===== config.mk =====
export PLATFORM = sky130hd
export DESIGN_NAME = bus_write_arbiter_flat
export DESIGN_NICKNAME = d
export VERILOG_FILES = /design/src/rtl/bus_write_arbiter_if.sv /design/src/rtl/bus_write_arbiter.sv /design/src/flat_wrapper.sv
export SDC_FILE = /design/constraint.sdc
export NUM_CORES = 1
export LEC_CHECK = 0
export CAP_MARGIN = 20
export CELL_PAD_IN_SITES_DETAIL_PLACEMENT = 1
export CELL_PAD_IN_SITES_GLOBAL_PLACEMENT = 1
export CORE_MARGIN = 5
export CORE_UTILIZATION = 34
export CTS_CLUSTER_DIAMETER = 120
export DETAILED_ROUTE_END_ITERATION = 6
export MAX_ROUTING_LAYER = met4
export PLACE_DENSITY_LB_ADDON = 0.08
export SLEW_MARGIN = 20
export SYNTH_ARGS = -nofsm -noshare
export SYNTH_HDL_FRONTEND = slang
export SYNTH_SLANG_ARGS = --single-unit

===== constraint.sdc =====
create_clock -name clk -period 2.73 [get_ports clk]
set_input_delay 0.546 -clock clk [delete_from_list [all_inputs] [get_ports clk]]
set_output_delay 0.546 -clock clk [all_outputs]
set_load 0.1 [all_outputs]

===== src/rtl/bus_write_arbiter_if.sv =====
// Signal bundle between requesters/downstream (master side) and bus_write_arbiter (slave side).
interface bus_write_arbiter_if #(
    parameter int unsigned N_REQ = 3,
    parameter int unsigned DW    = 16
);
    logic [N_REQ-1:0]    req;
    logic [N_REQ*DW-1:0] req_data;
    logic [N_REQ-1:0]    req_last;
    logic [N_REQ-1:0]    gnt;
    logic                bus_valid;
    logic [DW-1:0]       bus_data;
    logic                bus_last;
    logic [1:0]          bus_owner;
    logic                bus_ready;
    logic                locked;
    logic                tmo_err;

    modport master (
        output req, req_data, req_last, bus_ready,
        input  gnt, bus_valid, bus_data, bus_last, bus_owner, locked, tmo_err
    );

    modport slave (
        input  req, req_data, req_last, bus_ready,
        output gnt, bus_valid, bus_data, bus_last, bus_owner, locked, tmo_err
    );
endinterface


===== src/rtl/bus_write_arbiter.sv =====
// Round-robin, burst-locking write arbiter for three requesters onto one registered bus,
// with a lock watchdog that frees the bus when the owner goes idle mid-burst.
module bus_write_arbiter #(
    parameter int unsigned N_REQ    = 3,
    parameter int unsigned DW       = 16,
    parameter int unsigned LOCK_TMO = 15
) (
    input  logic               clk,
    input  logic               rst,
    bus_write_arbiter_if.slave io
);
    localparam int unsigned OW = 2;
    localparam int unsigned CW = 8;

    typedef enum logic {
        ST_UNLOCKED = 1'b0,
        ST_LOCKED   = 1'b1
    } state_e;

    state_e        state_q, state_d;
    logic [OW-1:0] owner_q, owner_d;
    logic [OW-1:0] rr_ptr_q, rr_ptr_d;
    logic [CW-1:0] tmo_cnt_q, tmo_cnt_d;
    logic          tmo_err_q, tmo_err_d;
    logic          bus_valid_q, bus_valid_d;
    logic [DW-1:0] bus_data_q, bus_data_d;
    logic          bus_last_q, bus_last_d;
    logic [OW-1:0] bus_owner_q, bus_owner_d;

    logic          load_c;
    logic          win_vld_c;
    logic [OW-1:0] win_idx_c;
    logic          gnt_vld_c;
    logic [OW-1:0] gnt_idx_c;
    logic [DW-1:0] beat_data_c [N_REQ];

    function automatic logic [OW-1:0] next_idx(input logic [OW-1:0] idx);
        return (idx == OW'(N_REQ - 1)) ? '0 : idx + OW'(1);
    endfunction

    assign load_c = !bus_valid_q || io.bus_ready;

    always_comb begin
        for (int unsigned i = 0; i < N_REQ; i++) begin
            beat_data_c[i] = io.req_data[i*DW +: DW];
        end
    end

    // First asserted request at or after rr_ptr, wrapping.
    always_comb begin
        logic [OW-1:0] idx;
        win_vld_c = 1'b0;
        win_idx_c = rr_ptr_q;
        idx       = rr_ptr_q;
        for (int unsigned k = 0; k < N_REQ; k++) begin
            if (!win_vld_c && io.req[idx]) begin
                win_vld_c = 1'b1;
                win_idx_c = idx;
            end
            idx = next_idx(idx);
        end
    end

    always_comb begin
        state_d     = state_q;
        owner_d     = owner_q;
        rr_ptr_d    = rr_ptr_q;
        tmo_cnt_d   = tmo_cnt_q;
        tmo_err_d   = 1'b0;
        gnt_vld_c   = 1'b0;
        gnt_idx_c   = win_idx_c;
        bus_valid_d = bus_valid_q;
        bus_data_d  = bus_data_q;
        bus_last_d  = bus_last_q;
        bus_owner_d = bus_owner_q;

        unique case (state_q)
            ST_UNLOCKED: begin
                tmo_cnt_d = '0;
                if (load_c && win_vld_c) begin
                    gnt_vld_c = 1'b1;
                    if (io.req_last[win_idx_c]) begin
                        rr_ptr_d = next_idx(win_idx_c);
                    end else begin
                        state_d = ST_LOCKED;
                        owner_d = win_idx_c;
                    end
                end
            end
            ST_LOCKED: begin
                gnt_idx_c = owner_q;
                // Expiry takes priority even if the owner's request returns this cycle.
                if (tmo_cnt_q == CW'(LOCK_TMO)) begin
                    state_d   = ST_UNLOCKED;
                    rr_ptr_d  = next_idx(owner_q);
                    tmo_err_d = 1'b1;
                    tmo_cnt_d = '0;
                end else if (io.req[owner_q]) begin
                    if (load_c) begin
                        gnt_vld_c = 1'b1;
                        tmo_cnt_d = '0;
                        if (io.req_last[owner_q]) begin
                            state_d  = ST_UNLOCKED;
                            rr_ptr_d = next_idx(owner_q);
                        end
                    end
                end else begin
                    tmo_cnt_d = tmo_cnt_q + CW'(1);
                end
            end
            default: state_d = ST_UNLOCKED;
        endcase

        if (rst) begin
            gnt_vld_c = 1'b0;
        end

        if (load_c) begin
            bus_valid_d = gnt_vld_c;
            if (gnt_vld_c) begin
                bus_data_d  = beat_data_c[gnt_idx_c];
                bus_last_d  = io.req_last[gnt_idx_c];
                bus_owner_d = gnt_idx_c;
            end
        end
    end

    always_ff @(posedge clk or posedge rst) begin
        if (rst) begin
            state_q     <= ST_UNLOCKED;
            owner_q     <= '0;
            rr_ptr_q    <= '0;
            tmo_cnt_q   <= '0;
            tmo_err_q   <= 1'b0;
            bus_valid_q <= 1'b0;
            bus_data_q  <= '0;
            bus_last_q  <= 1'b0;
            bus_owner_q <= '0;
        end else begin
            state_q     <= state_d;
            owner_q     <= owner_d;
            rr_ptr_q    <= rr_ptr_d;
            tmo_cnt_q   <= tmo_cnt_d;
            tmo_err_q   <= tmo_err_d;
            bus_valid_q <= bus_valid_d;
            bus_data_q  <= bus_data_d;
            bus_last_q  <= bus_last_d;
            bus_owner_q <= bus_owner_d;
        end
    end

    assign io.gnt       = gnt_vld_c ? (N_REQ'(1) << gnt_idx_c) : '0;
    assign io.bus_valid = bus_valid_q;
    assign io.bus_data  = bus_data_q;
    assign io.bus_last  = bus_last_q;
    assign io.bus_owner = bus_owner_q;
    assign io.locked    = (state_q == ST_LOCKED);
    assign io.tmo_err   = tmo_err_q;
endmodule


===== src/flat_wrapper.sv =====
// flat-port wrapper written by rule: the top's interface ports become plain ports
module bus_write_arbiter_flat 
#(
    parameter int unsigned N_REQ    = 3,
    parameter int unsigned DW       = 16,
    parameter int unsigned LOCK_TMO = 15
)
  (clk, rst, io_req, io_req_data, io_req_last, io_bus_ready, io_gnt, io_bus_valid, io_bus_data, io_bus_last, io_bus_owner, io_locked, io_tmo_err);
  bus_write_arbiter_if #(.N_REQ(N_REQ), .DW(DW)) io_i ();
  input  logic clk;
  input  logic rst;
  input wire logic [$bits(io_i.req)-1:0] io_req;
  input wire logic [$bits(io_i.req_data)-1:0] io_req_data;
  input wire logic [$bits(io_i.req_last)-1:0] io_req_last;
  input wire logic [$bits(io_i.bus_ready)-1:0] io_bus_ready;
  output wire logic [$bits(io_i.gnt)-1:0] io_gnt;
  output wire logic [$bits(io_i.bus_valid)-1:0] io_bus_valid;
  output wire logic [$bits(io_i.bus_data)-1:0] io_bus_data;
  output wire logic [$bits(io_i.bus_last)-1:0] io_bus_last;
  output wire logic [$bits(io_i.bus_owner)-1:0] io_bus_owner;
  output wire logic [$bits(io_i.locked)-1:0] io_locked;
  output wire logic [$bits(io_i.tmo_err)-1:0] io_tmo_err;
  assign io_i.req = io_req;
  assign io_i.req_data = io_req_data;
  assign io_i.req_last = io_req_last;
  assign io_i.bus_ready = io_bus_ready;
  assign io_gnt = io_i.gnt;
  assign io_bus_valid = io_i.bus_valid;
  assign io_bus_data = io_i.bus_data;
  assign io_bus_last = io_i.bus_last;
  assign io_bus_owner = io_i.bus_owner;
  assign io_locked = io_i.locked;
  assign io_tmo_err = io_i.tmo_err;
  bus_write_arbiter #(.N_REQ(N_REQ), .DW(DW), .LOCK_TMO(LOCK_TMO)) u_core (.clk(clk), .rst(rst), .io(io_i));
endmodule

==> results.py, run 1 <==
metrics = {
    "outcome": {
        "status": "completed",
    },
    "clock_tree": {
        "clk_latency_ps": 290,
        "clockBufferDepth": 2,
        "clock-sinks": 34,
        "path_clk_slew_ps": 70,
        "clock-root-buffer": "clkbuf_8",
        "cts_buffers": 5,
        "cts_max_level": 2,
        "cts_tree": "done",
    },
    "worst_setup_path": {
        "max_stage_delay_ps": 370,
        "critPathSlowestCell": "or3_4",
        "critical_path_class": "input port to primary output",
        "worst-endpoint-arrival_ps": 2120,
        "crit_path_start_kind": "input port",
        "worstPathCellList": "dlygate4sd2_1, mux2i_1, a2bb2oi_2, o21a_4, or3_4, buf_6, nor2_4, buf_12",
        "r2r_end": "u_core.rr_ptr_q[1]$_DFFE_PP0P_",
        "required_ps": 2180,
        "r2r_start": "u_core.tmo_cnt_q[4]$_DFFE_PP0P_",
        "r2r_cells": 6,
        "worstSetupEndpointType": "primary output",
        "reg2reg_slack_ps": 600,
        "cp_max_fo": 3,
    },
    "grt": {
        "grt_pass1_vias": 2406,
        "grt_max_degree": 25,
        "grt_pass1_wl_um": 12500,
        "track_usage_pct": 18.8,
        "antenna_found_initial": 0,
        "grt_overflow": 0,
    },
    "power_and_ir_drop": {
        "p_sw_uw": 2660,
        "p_clk_share_pct": 9.8,
        "switching_share_pct": 54.4,
        "seqPwrFrac_pct": 17.9,
        "irDropWorstVdd_mv": 0.854,
        "internal_power_uw": 2220,
        "p_comb_share_pct": 72.3,
        "p_per_area_nw_per_um2": 1370,
        "p_leak_uw": 0.00158,
    },
    "die": {
        "dieWidth_um": 93.4,
        "num_rows": 30,
        "initial_core_util_pct": 34.8,
        "core_region_area_sq_um": 6790,
        "die_height_um": 93.4,
        "dieArea_sq_um": 8720,
        "io_pins": 82,
    },
    "final_layout": {
        "nets": 404,
        "layout-drive-gt1-share_pct": 29.2,
        "antenna_cells": 0,
        "fin_util_pct": 52.4,
        "area_delta_synth_final_pct": 50.6,
    },
    "synth": {
        "syn_inst": 247,
        "yosys_warnings": 0,
        "synth_area_sq_um": 2360,
        "yosys.area.top_type": "dfrtp_1",
        "ys_seq_elements": 34,
        "yosysSeqAreaShare_pct": 36.0,
        "synth.most_common_cell": "inv_1",
        "synth_cell_type_count": 54,
        "synthTopCellsByCount": "inv_1, dfrtp_1, o211ai_1",
        "yosys_most_used_dff": "dfrtp_1",
        "synth_top_area_share_pct": 36.0,
        "syn_area_per_cell_sq_um": 9.56,
        "synth_edf_count": 0,
        "synth_nets": 305,
        "synth_area_leaders": "dfrtp_1, inv_1, mux2_4",
        "async_reset_ff_share_pct": 100,
    },
    "drt": {
        "topRoutingLayerUsed": "met4",
        "met3_length_um": 392,
        "drc_errors": 0,
        "wl_met2_um": 3840,
        "dr.pass1.iters": 4,
        "vias": 2243,
        "post_drt_wl_per_cell_um": 17.1,
        "viasPerCell": 5.07,
        "drt-met1-wl_um": 3240,
        "totalWireLength_um": 7570,
        "postRouteAntennaNets": 0,
        "drt_iter0_drc": 75,
    },
    "timing": {
        "worst_pin_slew_ps": 444,
        "slew_headroom_pct": 70.3,
        "fin_crit_sh_pct": 97.7,
        "hold_ws_ps": 509,
        "fin_crit_ps": 2670,
        "slew_violations": 0,
        "setup_viol": 0,
        "finalHoldViolCount": 0,
        "fmax_mhz": 375,
        "finClkSkew_ps": 5.91,
    },
    "placed_design": {
        "hpwlAfterDp_um": 5760,
        "globalplace.congestion": 0.761,
        "io_buffers": 81,
    },
    "min_path": {
        "whs_endpoint": "u_core.io.bus_data[5]$_DFFE_PP0P_",
        "holdCritStartpoint": "u_core.io.bus_data[5]$_DFFE_PP0P_",
        "holdCritPathClass": "flop to flop",
        "hold_depth": 1,
    },
    "flow_run": {
        "drv_cap": 0,
    },
}
==> logic make-up (layout without fill, tap and decap cells) <==
family          Yosys count  after routing  share of synthesized area, %
compound gates           83             83                          28.1
buf+inv                  56            155                          11.3
simple gates             50             50                          11.7
flops                    34             34                          36.0
mux                      23             23                          12.3
fa+ha+maj                 1              1                         0.530
==> layout make-up <==
cell class / count / area, sq um
Clock buffer: 6 / 82.6
Clock inverter: 1 / 30.0
Fill cell: 790 / 3240
Inverter: 40 / 150
Multi-Input combinational cell: 157 / 1300
Sequential cell: 34 / 858
Tap cell: 96 / 120
Timing Repair Buffer: 108 / 1010
==> critical path, delay by kind of cell <==
family	cells	cell delay (ps)
muxes	1	120
AOI/OAI and AO/OA	2	380
buffers and inverters	3	570
and+or+nand+nor	2	490
==> per-layer routing <==
metal,GRT usage (%),vias to the layer above
met3,3.22,10
li1,-,1099
met4,5.49,0
met1,23.1,1082
met2,31.7,52
met5,-,-
==> how the worst max path moves through the flow <==
| stage | slack, ps | startpoint | end | depth (start not counted) |
|---|---|---|---|---|
| floorplan | 20 | io_req[0] | io_gnt[2] | 6 |
| CTS | 40 | u_core.owner_q[1]$_DFFE_PP0P_ | io_gnt[0] | 7 |
| detailed placement | -300 | io_req[2] | io_gnt[2] | 8 |
| finish | 60 | io_req[2] | io_gnt[0] | 8 |
| global route | -1 | u_core.owner_q[1]$_DFFE_PP0P_ | io_gnt[1] | 7 |
| global placement | -200 | io_req[2] | io_gnt[0] | 8 |
==> power groups by stage <==
| stage | registers, uW | clock network, uW | logic, uW |
|---|---|---|---|
| 2_1_floorplan | 1940 | 0 | 1500 |
| 3_3_place_gp | 860 | 0 | 3500 |
| 3_5_place_dp | 869 | 0 | 3530 |
| 4_1_cts | 867 | 496 | 3560 |
| 5_1_grt | 907 | 521 | 3720 |
| 6_report | 875 | 479 | 3530 |
==> registers in the layout (all words and copies together) (netlist names) <==
name                 cells
u_core.tmo_cnt_q         8
u_core.io.bus_valid      1
u_core.rr_ptr_q          2
u_core.io.bus_data      16
u_core.io.bus_owner      2
u_core.owner_q           2
u_core.io.tmo_err        1
u_core.io.bus_last       1
u_core.io.locked         1
==> cells in the final DEF, fill, tap and decap left out, types with 2 or more instances in the layout <==
master           count
nand3b_1             2
nor2_4               3
dfrtp_1             30
clkdlybuf4s50_1     53
nand2b_1             5
mux2_2               8
o211ai_1            18
o21ai_0             11
nand2_1              5
nand3_1              4
o31ai_1              3
dfrtp_2              3
a21oi_1             11
inv_1               39
o21ai_1              2
a211oi_1             2
clkbuf_8             6
a21o_1               2
buf_12               5
buf_4               46
and3_1               2
nor2b_1              3
dlygate4sd2_1        3
o221ai_1            17
nor3_1               2
mux2_4              10
mux2i_1              5
nor2_1              13
==> through the flow <==
stage / setup slack [ps] / instance area, sq um / cells / power (uW) / TNS (ps)
finish: 62.3 / 3560 / 442 / 4880 / 0
detailed placement: -303 / 3400 / 435 / 4400 / -1000
floorplan: 20.6 / 2390 / 247 / 3440 / 0
global route: -1.36 / 3560 / 442 / 5150 / -1.62
global placement: -198 / 3400 / 435 / 4360 / -566
CTS: 40.2 / 3540 / 442 / 4920 / 0
==> repair_timing <==
item	4_1_cts	5_1_grt
endpoints found under the setup margin	3	3
buffers inserted	0	0
pin swaps	1	1
gates cloned	0	0
resized for setup	9	5
hold buffers	0	0
No activity file was read; power rests on OpenSTA's default activity.
==> run 2: changes to the inputs <==
--- a/config.mk
+++ b/config.mk
@@ -11,6 +11,7 @@
 export CORE_MARGIN = 5
 export CORE_UTILIZATION = 34
 export CTS_CLUSTER_DIAMETER = 120
+export CTS_CLUSTER_SIZE = 24
 export DETAILED_ROUTE_END_ITERATION = 6
 export MAX_ROUTING_LAYER = met4
 export PLACE_DENSITY_LB_ADDON = 0.08
==> results of run 2 <==
Same layout as run 1: the final DEF is identical, and so are final timing and power.
